==> src/rtl/iopad_xfer_pkg.sv <==
// Shared definitions for the bidirectional pad transfer engine:
// FSM state encodings and serial frame constants.
package iopad_xfer_pkg;

    typedef logic [2:0] state_t;

    localparam state_t IDLE     = 3'd0;
    localparam state_t TX       = 3'd1;
    localparam state_t TURN     = 3'd2;
    localparam state_t HUNT     = 3'd3;
    localparam state_t RX_START = 3'd4;
    localparam state_t RX       = 3'd5;
    localparam state_t DONE     = 3'd6;

    localparam logic START_BIT = 1'b1;
    localparam logic STOP_BIT  = 1'b0;

endpackage

==> src/rtl/sync_bit_2ff.sv <==
// Two-flop synchronizer for a single asynchronous bit, reset to 0.
// Ports: clk, rst_n (async active-low), d_i (async in), q_o (synced out).
module sync_bit_2ff (
    input  logic clk,
    input  logic rst_n,
    input  logic d_i,
    output logic q_o
);

    logic meta_q;
    logic sync_q;

    always_ff @(posedge clk or negedge rst_n) begin
        if (!rst_n) begin
            meta_q <= 1'b0;
            sync_q <= 1'b0;
        end else begin
            meta_q <= d_i;
            sync_q <= meta_q;
        end
    end

    assign q_o = sync_q;

endmodule

==> src/rtl/iopad_bidir_xfer.sv <==
// Half-duplex serial engine for one bidirectional pad: sends a framed
// word, optionally releases the line and captures a response word.
// Ports: clk/rst_n; tx_valid/tx_ready/tx_data/rx_en (core request);
// rx_valid/rx_data/rx_err (response); busy; pad_i/pad_oen/pad_ren/pad_c.
module iopad_bidir_xfer
    import iopad_xfer_pkg::*;
#(
    parameter int DATA_W     = 8,
    parameter int BIT_DIV    = 16,
    parameter int TURN_BITS  = 2,
    parameter int RX_TIMEOUT = 64
) (
    input  logic              clk,
    input  logic              rst_n,
    input  logic              tx_valid,
    output logic              tx_ready,
    input  logic [DATA_W-1:0] tx_data,
    input  logic              rx_en,
    output logic              rx_valid,
    output logic [DATA_W-1:0] rx_data,
    output logic              rx_err,
    output logic              busy,
    output logic              pad_i,
    output logic              pad_oen,
    output logic              pad_ren,
    input  logic              pad_c
);

    localparam int FW     = DATA_W + 2;
    localparam int CW     = $clog2(BIT_DIV);
    localparam int IW     = $clog2(FW + TURN_BITS + 1);
    localparam int TO_CYC = RX_TIMEOUT * BIT_DIV;
    localparam int TW     = $clog2(TO_CYC);

    localparam logic [CW-1:0] CNT_LAST  = CW'(BIT_DIV - 1);
    localparam logic [CW-1:0] HALF_LAST = CW'(BIT_DIV / 2 - 1);
    localparam logic [IW-1:0] TX_LAST   = IW'(FW - 1);
    localparam logic [IW-1:0] TURN_LAST = IW'(TURN_BITS - 1);
    localparam logic [IW-1:0] RX_LAST   = IW'(DATA_W - 1);
    localparam logic [TW-1:0] TO_LAST   = TW'(TO_CYC - 1);

    state_t            state_q, state_d;
    logic [CW-1:0]     cnt_q, cnt_d;
    logic [IW-1:0]     bidx_q, bidx_d;
    logic [TW-1:0]     to_q, to_d;
    logic [FW-1:0]     frame_q, frame_d;
    logic              rx_en_q, rx_en_d;
    logic [DATA_W-2:0] sh_q, sh_d;
    logic [DATA_W-1:0] rx_data_q, rx_data_d;
    logic              rx_err_q, rx_err_d;
    logic [DATA_W-1:0] sh_next;
    logic              c_s;
    logic              bit_end;

    sync_bit_2ff u_sync (
        .clk   (clk),
        .rst_n (rst_n),
        .d_i   (pad_c),
        .q_o   (c_s)
    );

    assign bit_end = (cnt_q == CNT_LAST);
    assign sh_next = {sh_q, c_s};

    always_ff @(posedge clk or negedge rst_n) begin
        if (!rst_n) begin
            state_q <= IDLE;
        end else begin
            state_q <= state_d;
        end
    end

    always_comb begin
        state_d = state_q;
        case (state_q)
            IDLE:     if (tx_valid) state_d = TX;
            TX:       if (bit_end && bidx_q == TX_LAST)
                          state_d = rx_en_q ? TURN : IDLE;
            TURN:     if (bit_end && bidx_q == TURN_LAST) state_d = HUNT;
            // A detection in the terminal cycle still wins over the timeout.
            HUNT:     if (c_s) state_d = RX_START;
                      else if (to_q == TO_LAST) state_d = DONE;
            RX_START: if (cnt_q == HALF_LAST) state_d = c_s ? RX : HUNT;
            RX:       if (bit_end && bidx_q == RX_LAST) state_d = DONE;
            DONE:     state_d = IDLE;
            default:  state_d = IDLE;
        endcase
    end

    always_comb begin
        tx_ready = 1'b0;
        busy     = 1'b1;
        rx_valid = 1'b0;
        pad_oen  = 1'b1;
        pad_ren  = 1'b0;
        pad_i    = 1'b0;
        case (state_q)
            IDLE: begin
                tx_ready = 1'b1;
                busy     = 1'b0;
            end
            TX: begin
                pad_oen = 1'b0;
                pad_ren = 1'b1;
                pad_i   = frame_q[FW-1];
            end
            DONE:    rx_valid = 1'b1;
            default: ;
        endcase
    end

    assign rx_data = rx_data_q;
    assign rx_err  = rx_err_q;

    always_comb begin
        cnt_d     = '0;
        bidx_d    = bidx_q;
        to_d      = to_q;
        frame_d   = frame_q;
        rx_en_d   = rx_en_q;
        sh_d      = sh_q;
        rx_data_d = rx_data_q;
        rx_err_d  = rx_err_q;
        case (state_q)
            IDLE: begin
                bidx_d = '0;
                to_d   = '0;
                if (tx_valid) begin
                    frame_d = {START_BIT, tx_data, STOP_BIT};
                    rx_en_d = rx_en;
                end
            end
            TX: begin
                cnt_d = bit_end ? '0 : cnt_q + CW'(1);
                if (bit_end) begin
                    frame_d = frame_q << 1;
                    bidx_d  = (bidx_q == TX_LAST) ? '0 : bidx_q + IW'(1);
                end
            end
            TURN: begin
                cnt_d = bit_end ? '0 : cnt_q + CW'(1);
                if (bit_end)
                    bidx_d = (bidx_q == TURN_LAST) ? '0 : bidx_q + IW'(1);
            end
            HUNT: begin
                bidx_d = '0;
                if (to_q != TO_LAST) to_d = to_q + TW'(1);
                if (!c_s && to_q == TO_LAST) begin
                    rx_data_d = '0;
                    rx_err_d  = 1'b1;
                end
            end
            RX_START: begin
                cnt_d = (cnt_q == HALF_LAST) ? '0 : cnt_q + CW'(1);
            end
            RX: begin
                cnt_d = bit_end ? '0 : cnt_q + CW'(1);
                if (bit_end) begin
                    sh_d   = sh_next[DATA_W-2:0];
                    bidx_d = bidx_q + IW'(1);
                    if (bidx_q == RX_LAST) begin
                        rx_data_d = sh_next;
                        rx_err_d  = 1'b0;
                    end
                end
            end
            default: ;
        endcase
    end

    always_ff @(posedge clk or negedge rst_n) begin
        if (!rst_n) begin
            cnt_q     <= '0;
            bidx_q    <= '0;
            to_q      <= '0;
            frame_q   <= '0;
            rx_en_q   <= 1'b0;
            sh_q      <= '0;
            rx_data_q <= '0;
            rx_err_q  <= 1'b0;
        end else begin
            cnt_q     <= cnt_d;
            bidx_q    <= bidx_d;
            to_q      <= to_d;
            frame_q   <= frame_d;
            rx_en_q   <= rx_en_d;
            sh_q      <= sh_d;
            rx_data_q <= rx_data_d;
            rx_err_q  <= rx_err_d;
        end
    end

endmodule
==> config.mk <==
export PLATFORM = sky130hd
export DESIGN_NAME = iopad_bidir_xfer
export DESIGN_NICKNAME = d
export VERILOG_FILES = /design/src/rtl/iopad_xfer_pkg.sv /design/src/rtl/sync_bit_2ff.sv /design/src/rtl/iopad_bidir_xfer.sv
export SDC_FILE = /design/constraint.sdc
export NUM_CORES = 1
export LEC_CHECK = 0
export CORE_AREA = 2 2 58 87
export DETAILED_ROUTE_END_ITERATION = 7
export DIE_AREA = 0 0 60 89
export MAX_ROUTING_LAYER = met4
export PLACE_DENSITY_LB_ADDON = 0.2
export SYNTH_ARGS = -nofsm -noshare
export SYNTH_HDL_FRONTEND = slang
export SYNTH_HIERARCHICAL = 1
export SYNTH_SLANG_ARGS = --single-unit
==> constraint.sdc <==
create_clock -name clk -period 2.3 [get_ports clk]
set_clock_uncertainty 0.1 [all_clocks]
set_input_delay 0.345 -clock clk [delete_from_list [all_inputs] [get_ports clk]]
set_output_delay 0.345 -clock clk [all_outputs]
set_load 0.05 [all_outputs]
==> qor.log, run 1 <==
INFO  outcome        status=complete, no violations
INFO  sta            worst-slew-pin-transition=0.5571ns
INFO  worst_hold_path holdPathStages=0
INFO  die            initial_util=54.19%
INFO  sta            layout_worst_path_cycle_share=94.48%
INFO  pwr            internal-power=2.140mW
INFO  drt            wl_met2=2405um
INFO  final_layout   final_core_util=66.28%
INFO  drt            mean_routed_wirelength_per_cell=14.64um
INFO  synth          mappedNetlistNets=244
INFO  grt            number_of_global_route_vias_before_repair=1778
INFO  synth          synth_edf_count=0
INFO  pwr            share_seq_of_total_power=36.0%
INFO  setup_path     r2r_end=state_q[0]
INFO  die            floorplan.die_area=0.005340mm2
INFO  final_layout   fin_nets=281
INFO  synth          synth_cell_types=48
INFO  place          port_bufs=27
INFO  grt            grt_first_pass_wirelength=8321um
INFO  die            io_pins=28
INFO  final_layout   antenna-diode-count=0
INFO  drt            drt_wl_total=4817um
INFO  sta            slew_viol_final=0
INFO  final_layout   flow.area_growth_from_synthesis=22.32%
INFO  final_layout   post_route_cells_drive_above_1_share=18.87%
INFO  place          weighted_congestion_at_the_end_of_routability_driven_global_placement=0.8796
INFO  drt            drt_pre_antenna_iters=4
INFO  worst_hold_path worstHoldPathType=register to register
INFO  pwr            power.leakage=1.357nW
INFO  grt            grt_antenna_before_repair=0
INFO  flow_run       max-cap-violations=0
INFO  synth          synth.area.top_cells=dfrtp_1 (50%), nor2_1 (4.3%), mux2_2 (4.1%), mux2i_1 (3.7%), a22o_1 (2.8%)
INFO  setup_path     critical_path_rt=1.86ns
INFO  synth          post_synth.cell_area_avg=10.84um2
INFO  drt            violation_count_after_the_first_detailed_route_iteration=115
INFO  synth          synth_top_area_cell=dfrtp_1
INFO  drt            drt-vias-per-instance=5.389
INFO  synth          yosysWarningCount=6
INFO  die            die-width=60um
INFO  sta            maxSlewHeadroom=62.72%
INFO  drt            dr.max_layer_used=met4
INFO  sta            rsz_0062_raised_after_global_routing=false
INFO  sta            hold_viol=0
INFO  pwr            irDropWorstVdd=0.8237mV
INFO  pwr            power.combinational.fraction=46.3%
INFO  sta            fin_setup_tns=0ns
INFO  setup_path     critical_path.endpoint=pad_ren
INFO  setup_path     startpoint=state_q[2]
INFO  synth          netlist_area_pre_place=0.002461mm2
INFO  drt            detailroute.wirelength.met3=140um
INFO  drt            wl_met1=2201um
INFO  final_layout   layout.cell_area.non_filler=0.003010mm2
INFO  synth          syn-instance-count=227
INFO  grt            globalRouteOverflowTotal=0
INFO  synth          post-synth-top-count-cell=dfrtp_1
INFO  sta            timing.fmax=460.2MHz
INFO  grt            maximum_number_of_pins_on_one_net_before_global_route_repair=32
INFO  pwr            cellPowerDensity=1180mW/mm2
INFO  setup_path     timing.setup.critical_path_class=register to primary output
INFO  drt            num_vias=1773
INFO  clocking       tritoncts_buffer_count=5
INFO  place          place_inst=320
INFO  die            height_of_the_chip=89um
INFO  setup_path     r2r_cells=7
INFO  setup_path     critical_path_arrival=1.73ns
INFO  synth          post_synth_top_cells=dfrtp_1 (49), nor2_1 (28), nand2_1 (16)
INFO  synth          ys_seq_elements=49
INFO  sta            finalCriticalPeriod=2.173ns
INFO  die            rows=30
INFO  die            core_region_area=0.004542mm2
INFO  sta            report.final.setup_viol=0
INFO  clocking       cts.sink_count=49
INFO  drt            remaining_design_rule_violation_count=0
INFO  clocking       cts-root-to-sink-buffers=2
INFO  place          post_dp_cell_area=0.002883mm2
INFO  synth          asyncSetResetFlopFracSynth=100.0%
INFO  final_layout   layout.cells.non_filler=329
INFO  pwr            post-layout-total-power=3.551mW
INFO  clocking       cts-htree-levels=2
INFO  clocking       cts_tree=done
INFO  pwr            sw_frac_of_total=39.74%
INFO  clocking       clock-root-buffer=clkbuf_8
INFO  pwr            clock_share_of_power=17.6%
INFO  synth          synth_top_cell_area_share=49.82%
INFO  clocking       clk_latency=0.30ns
INFO  clocking       path_clk_slew=0.09ns
INFO  synth          synth_sequential_area_ratio=49.82%
INFO  final_layout   layout.filler_cells=362
INFO  setup_path     cp_max_fanout=13
INFO  place          place_hpwl=3382um
INFO  setup_path     r2r_setup_slack=0.21ns
INFO  setup_path     critical_path.reg2reg.startpoint=bidx_q[1]
INFO  pwr            switching_power=1.411mW
INFO  synth          synth_top_flop_cell=dfrtp_1
INFO  grt            grt_usage=21.18%
INFO  setup_path     startpoint_type=register
INFO  setup_path     critPathCaptureType=primary output
INFO  drt            drt.antenna.violating_nets=0
final cells by class:
| cell class | instances | area (um2) | area share (%) |
|---|---|---|---|
| Clock buffer | 5 | 68.82 | 2.286 |
| Clock inverter | 3 | 46.29 | 1.538 |
| Inverter | 8 | 35.03 | 1.164 |
| Multi-Input combinational cell | 162 | 1156 | 38.40 |
| Sequential cell | 49 | 1226 | 40.73 |
| Tap cell | 64 | 80.08 | 2.660 |
| Timing Repair Buffer | 38 | 397.9 | 13.22 |
metal layers:
metal / GRT usage [%] / vias to the layer above
met2: 32.11 / 30
met3: 3.618 / 5
li1: - / 879
met4: 7.475 / 0
met5: - / -
met1: 28.67 / 859
registers in the layout, summed over array words and instances, names as in the netlist:
register and cells:
cnt_q 4, frame_q 9, u_sync/q_o 1, u_sync/meta_q 1
bidx_q 4, sh_q 7, to_q 10, rx_en_q 1
state_q 3, rx_err 1, rx_data 8
power by group through the flow:
stage / clock (mW) / sequential, mW / combinational [mW]
finish: 0.626 / 1.28 / 1.65
floorplan: 0 / 1.18 / 1.26
detailed placement: 0 / 1.29 / 1.64
global route: 0.665 / 1.31 / 1.81
global placement: 0 / 1.28 / 1.62
CTS: 0.637 / 1.28 / 1.66
worst min-delay path by stage:
stage | start | endpoint | slack (ns)
6_report | u_sync/meta_q | u_sync/q_o | 0.26
5_1_grt | u_sync/meta_q | u_sync/q_o | 0.28
4_1_cts | u_sync/meta_q | u_sync/q_o | 0.26
3_5_place_dp | rst_n | cnt_q[3] | 0.23
3_3_place_gp | rst_n | bidx_q[0] | 0.22
2_1_floorplan | rst_n | bidx_q[0] | -0.05
repair_timing:
item,in CTS,in global routing
endpoints found under the hold margin,18,0
hold buffers,1,0
setup buffers,0,0
endpoints found under the setup margin,0,2
resized for setup,0,1
worst max-delay path: stages, from the launching register on:
cell,delay [ns]
dfrtp_1,0.55
nor2_2,0.25
nand2_2,0.17
inv_4,0.10
buf_4,0.19
buf_12,0.15
cell families after synthesis:
| family | after synthesis | share of synthesized area, % |
|---|---|---|
| mux | 20 | 8.999 |
| fa+ha+maj | 4 | 2.034 |
| simple gates | 85 | 19.68 |
| compound gates | 46 | 13.68 |
| xor+xnor | 7 | 2.491 |
| flops | 49 | 49.82 |
| buf+inv | 16 | 3.304 |
layout by cell type (no fill, tap or decap), drive strengths merged, types with 2 or more instances in the layout:
master	count
xor2	7
dfrtp	49
a21oi	13
nand3	7
nand2	17
nor2	29
mux2i	9
a22o	9
and2	3
and3	5
mux2	11
clkbuf	5
clkdlybuf4s50	20
buf	17
a21o	2
nand2b	2
o31ai	2
o21ai	12
nand4	4
nor3	6
nand3b	4
ha	4
nor3b	2
inv	8
through the flow:
stage                     hold WS (ns)  setup slack, ns
final                           0.2595           0.1269
after global routing            0.2761          0.02723
after CTS                       0.2629          0.06745
after detailed placement        0.2313           0.2175
after global placement          0.2183           0.2700
after floorplan               -0.05059          0.06710
Power figures use the tool's default switching activity.
==> run 2: changes to the inputs <==
Settings changed: ABC_CLOCK_PERIOD_IN_PS from default to 2300, REMOVE_ABC_BUFFERS from default to 1.
==> qor.log, run 2 (synthesis results as in run 1) <==
INFO  final_layout   mostFrequentLayoutCell=dfrtp_1
INFO  sta            report.final.setup_viol=0 [unchanged]
INFO  die            rows=30 [unchanged]
INFO  place          place_inst=321 [+0.31%]
INFO  sta            fin_setup_tns=0ns [unchanged]
INFO  drt            remaining_design_rule_violation_count=0 [unchanged]
INFO  setup_path     path_cells=nor2_1, nand2_2, inv_4, and2_1, buf_12
INFO  clocking       cts.hold.buffers_added=0 [-1]
INFO  final_layout   fin_nets=281 [unchanged]
INFO  setup_path     critical_path_arrival=1.75ns [+0.02 ns]
INFO  worst_hold_path worstHoldPathType=input pin to asynchronous set/reset pin
INFO  setup_path     timing.critical_path.slowest_stage_cell=dfrtp_1
INFO  clocking       cts-root-to-sink-buffers=2 [unchanged]
INFO  clocking       post_cts_resize_count=0 [unchanged]
INFO  sta            finalCriticalPeriod=2.198ns [+0.02487 ns]
INFO  grt            grt_first_pass_wirelength=8107um [-2.6%]
INFO  clocking       clk_latency=0.30ns [about the same]
INFO  setup_path     timing.setup.critical_path_class=register to primary output
INFO  drt            num_vias=1795 [+1.2%]
INFO  sta            maxSlewHeadroom=58.86% [-3.9 points]
INFO  die            die-width=60um [unchanged]
INFO  pwr            post-layout-total-power=3.397mW [-4.4%]
INFO  grt            grt_usage=20.62% [-0.56 points]
INFO  sta            layout_worst_path_cycle_share=95.57% [+1.1 points]
INFO  setup_path     startpoint_type=register
INFO  flow_run       max-cap-violations=0 [unchanged]
INFO  sta            setup_slack=0.1020ns [-0.02487 ns]
INFO  clocking       cts_tree=done
INFO  setup_path     r2r_setup_slack=0.23ns [+0.02 ns]
INFO  final_layout   flow.area_growth_from_synthesis=20.34%
INFO  final_layout   post_route_cells_drive_above_1_share=18.87% [unchanged]
INFO  die            io_pins=28 [unchanged]
INFO  pwr            cellPowerDensity=1147mW/mm2 [-2.8%]
INFO  setup_path     crit_path_max_incr_delay=0.58ns [+0.03 ns]
INFO  grt            maximum_number_of_pins_on_one_net_before_global_route_repair=50 [+56%]
INFO  setup_path     cp_max_fanout=16 [+3]
INFO  final_layout   antenna-diode-count=0 [unchanged]
INFO  drt            drt-vias-per-instance=5.456 [+1.2%]
INFO  drt            drt_wl_total=4647um [-3.5%]
INFO  drt            violation_count_after_the_first_detailed_route_iteration=124 [+7.8%]
INFO  place          weighted_congestion_at_the_end_of_routability_driven_global_placement=0.8403 [-4.5%]
INFO  sta            rsz_0062_raised_after_global_routing=false
INFO  place          port_bufs=27 [unchanged]
INFO  clocking       path_clk_slew=0.09ns [about the same]
INFO  setup_path     critical_path_rt=1.86ns [about the same]
INFO  setup_path     path_delay_family=flip-flops
INFO  place          dpl_worst_slack=0.2196ns [+0.002021 ns]
INFO  die            initial_util=54.19% [unchanged]
INFO  sta            slew_viol_final=0 [unchanged]
INFO  final_layout   most_frequent_cells_in_the_layout=dfrtp_1 (49), nor2_1 (28), clkdlybuf4s50_1 (20)
INFO  final_layout   registers.top_by_ff_count=to_q
INFO  setup_path     worstPathBufferInverterCount=2 [-1]
INFO  sta            timing.fmax=455.0MHz [-1.1%]
INFO  drt            mean_routed_wirelength_per_cell=14.12um [-3.5%]
INFO  setup_path     critPathCaptureType=primary output
INFO  drt            drt_pre_antenna_iters=4 [unchanged]
INFO  outcome        status=complete, no violations
INFO  final_layout   largest_register_ff_count=10 [unchanged]
INFO  clocking       cts-htree-levels=2 [unchanged]
INFO  pwr            power.leakage=1.340nW [-1.2%]
INFO  sta            hold_viol=0 [unchanged]
INFO  clocking       tritoncts_buffer_count=5 [unchanged]
INFO  die            core_region_area=0.004542mm2 [unchanged]
INFO  sta            timing.hold.ws=0.02398ns [-0.2355 ns]
INFO  clocking       cts.repair_timing.setup_buffer_count=0 [unchanged]
INFO  drt            drt.antenna.violating_nets=0 [unchanged]
INFO  grt            grt_antenna_before_repair=0 [unchanged]
INFO  die            floorplan.die_area=0.005340mm2 [unchanged]
INFO  grt            globalRouteOverflowTotal=0 [unchanged]
INFO  clocking       cts.sink_count=49 [unchanged]
INFO  pwr            irDropWorstVdd=0.6532mV [-21%]
INFO  place          place_hpwl=3293um [-2.6%]
INFO  clocking       clock-root-buffer=clkbuf_8
INFO  sta            worst-slew-pin-transition=0.6171ns [+0.06002 ns]
INFO  die            height_of_the_chip=89um [unchanged]
INFO  grt            number_of_global_route_vias_before_repair=1766 [-0.67%]
INFO  final_layout   layout.cells.non_filler=329 [unchanged]
run 2: cell type report:
class / instances / area, um2
fillers: 369 / 1580
multi-input cells: 162 / 1154
clock inverters: 3 / 17.52
well taps: 64 / 80.08
clock buffers: 5 / 68.82
flip-flops and latches: 49 / 1226
inverters: 8 / 32.53
repair buffers: 38 / 382.9
run 2: worst paths after layout:
path | from | endpoint | cells after the start
max in group asynchronous | rst_n | bidx_q[1] | 2
min in group clk | u_sync/meta_q | u_sync/q_o | 0
worst min-delay path | rst_n | cnt_q[3] | 2
worst max register to register | state_q[1] | state_q[0] | 7
worst min register to register | u_sync/meta_q | u_sync/q_o | 0
worst max-delay path | state_q[1] | pad_i | 5
run 2: report_power, final:
| group | switching [mW] | internal [mW] |
|---|---|---|
| Combinational | 0.855 | 0.757 |
| Clock | 0.290 | 0.210 |
| Sequential | 0.234 | 1.05 |
| Total | 1.38 | 2.02 |
run 2: layer usage:
metal / vias up / GRT usage (%) / routed length [um]
met5: - / - / 0
met4: 0 / 9.495 / 127
met3: 10 / 4.052 / 170
met2: 38 / 32.11 / 2231
met1: 871 / 25.66 / 2119
li1: 876 / - / -
run 2: per-stage QoR:
stage | util, % | area [um2]
after floorplan | - | 2412
after global placement | 63.31 | 2875
after detailed placement | 63.31 | 2875
after CTS | 65.21 | 2962
after global routing | 65.21 | 2962
final | 65.21 | 2962
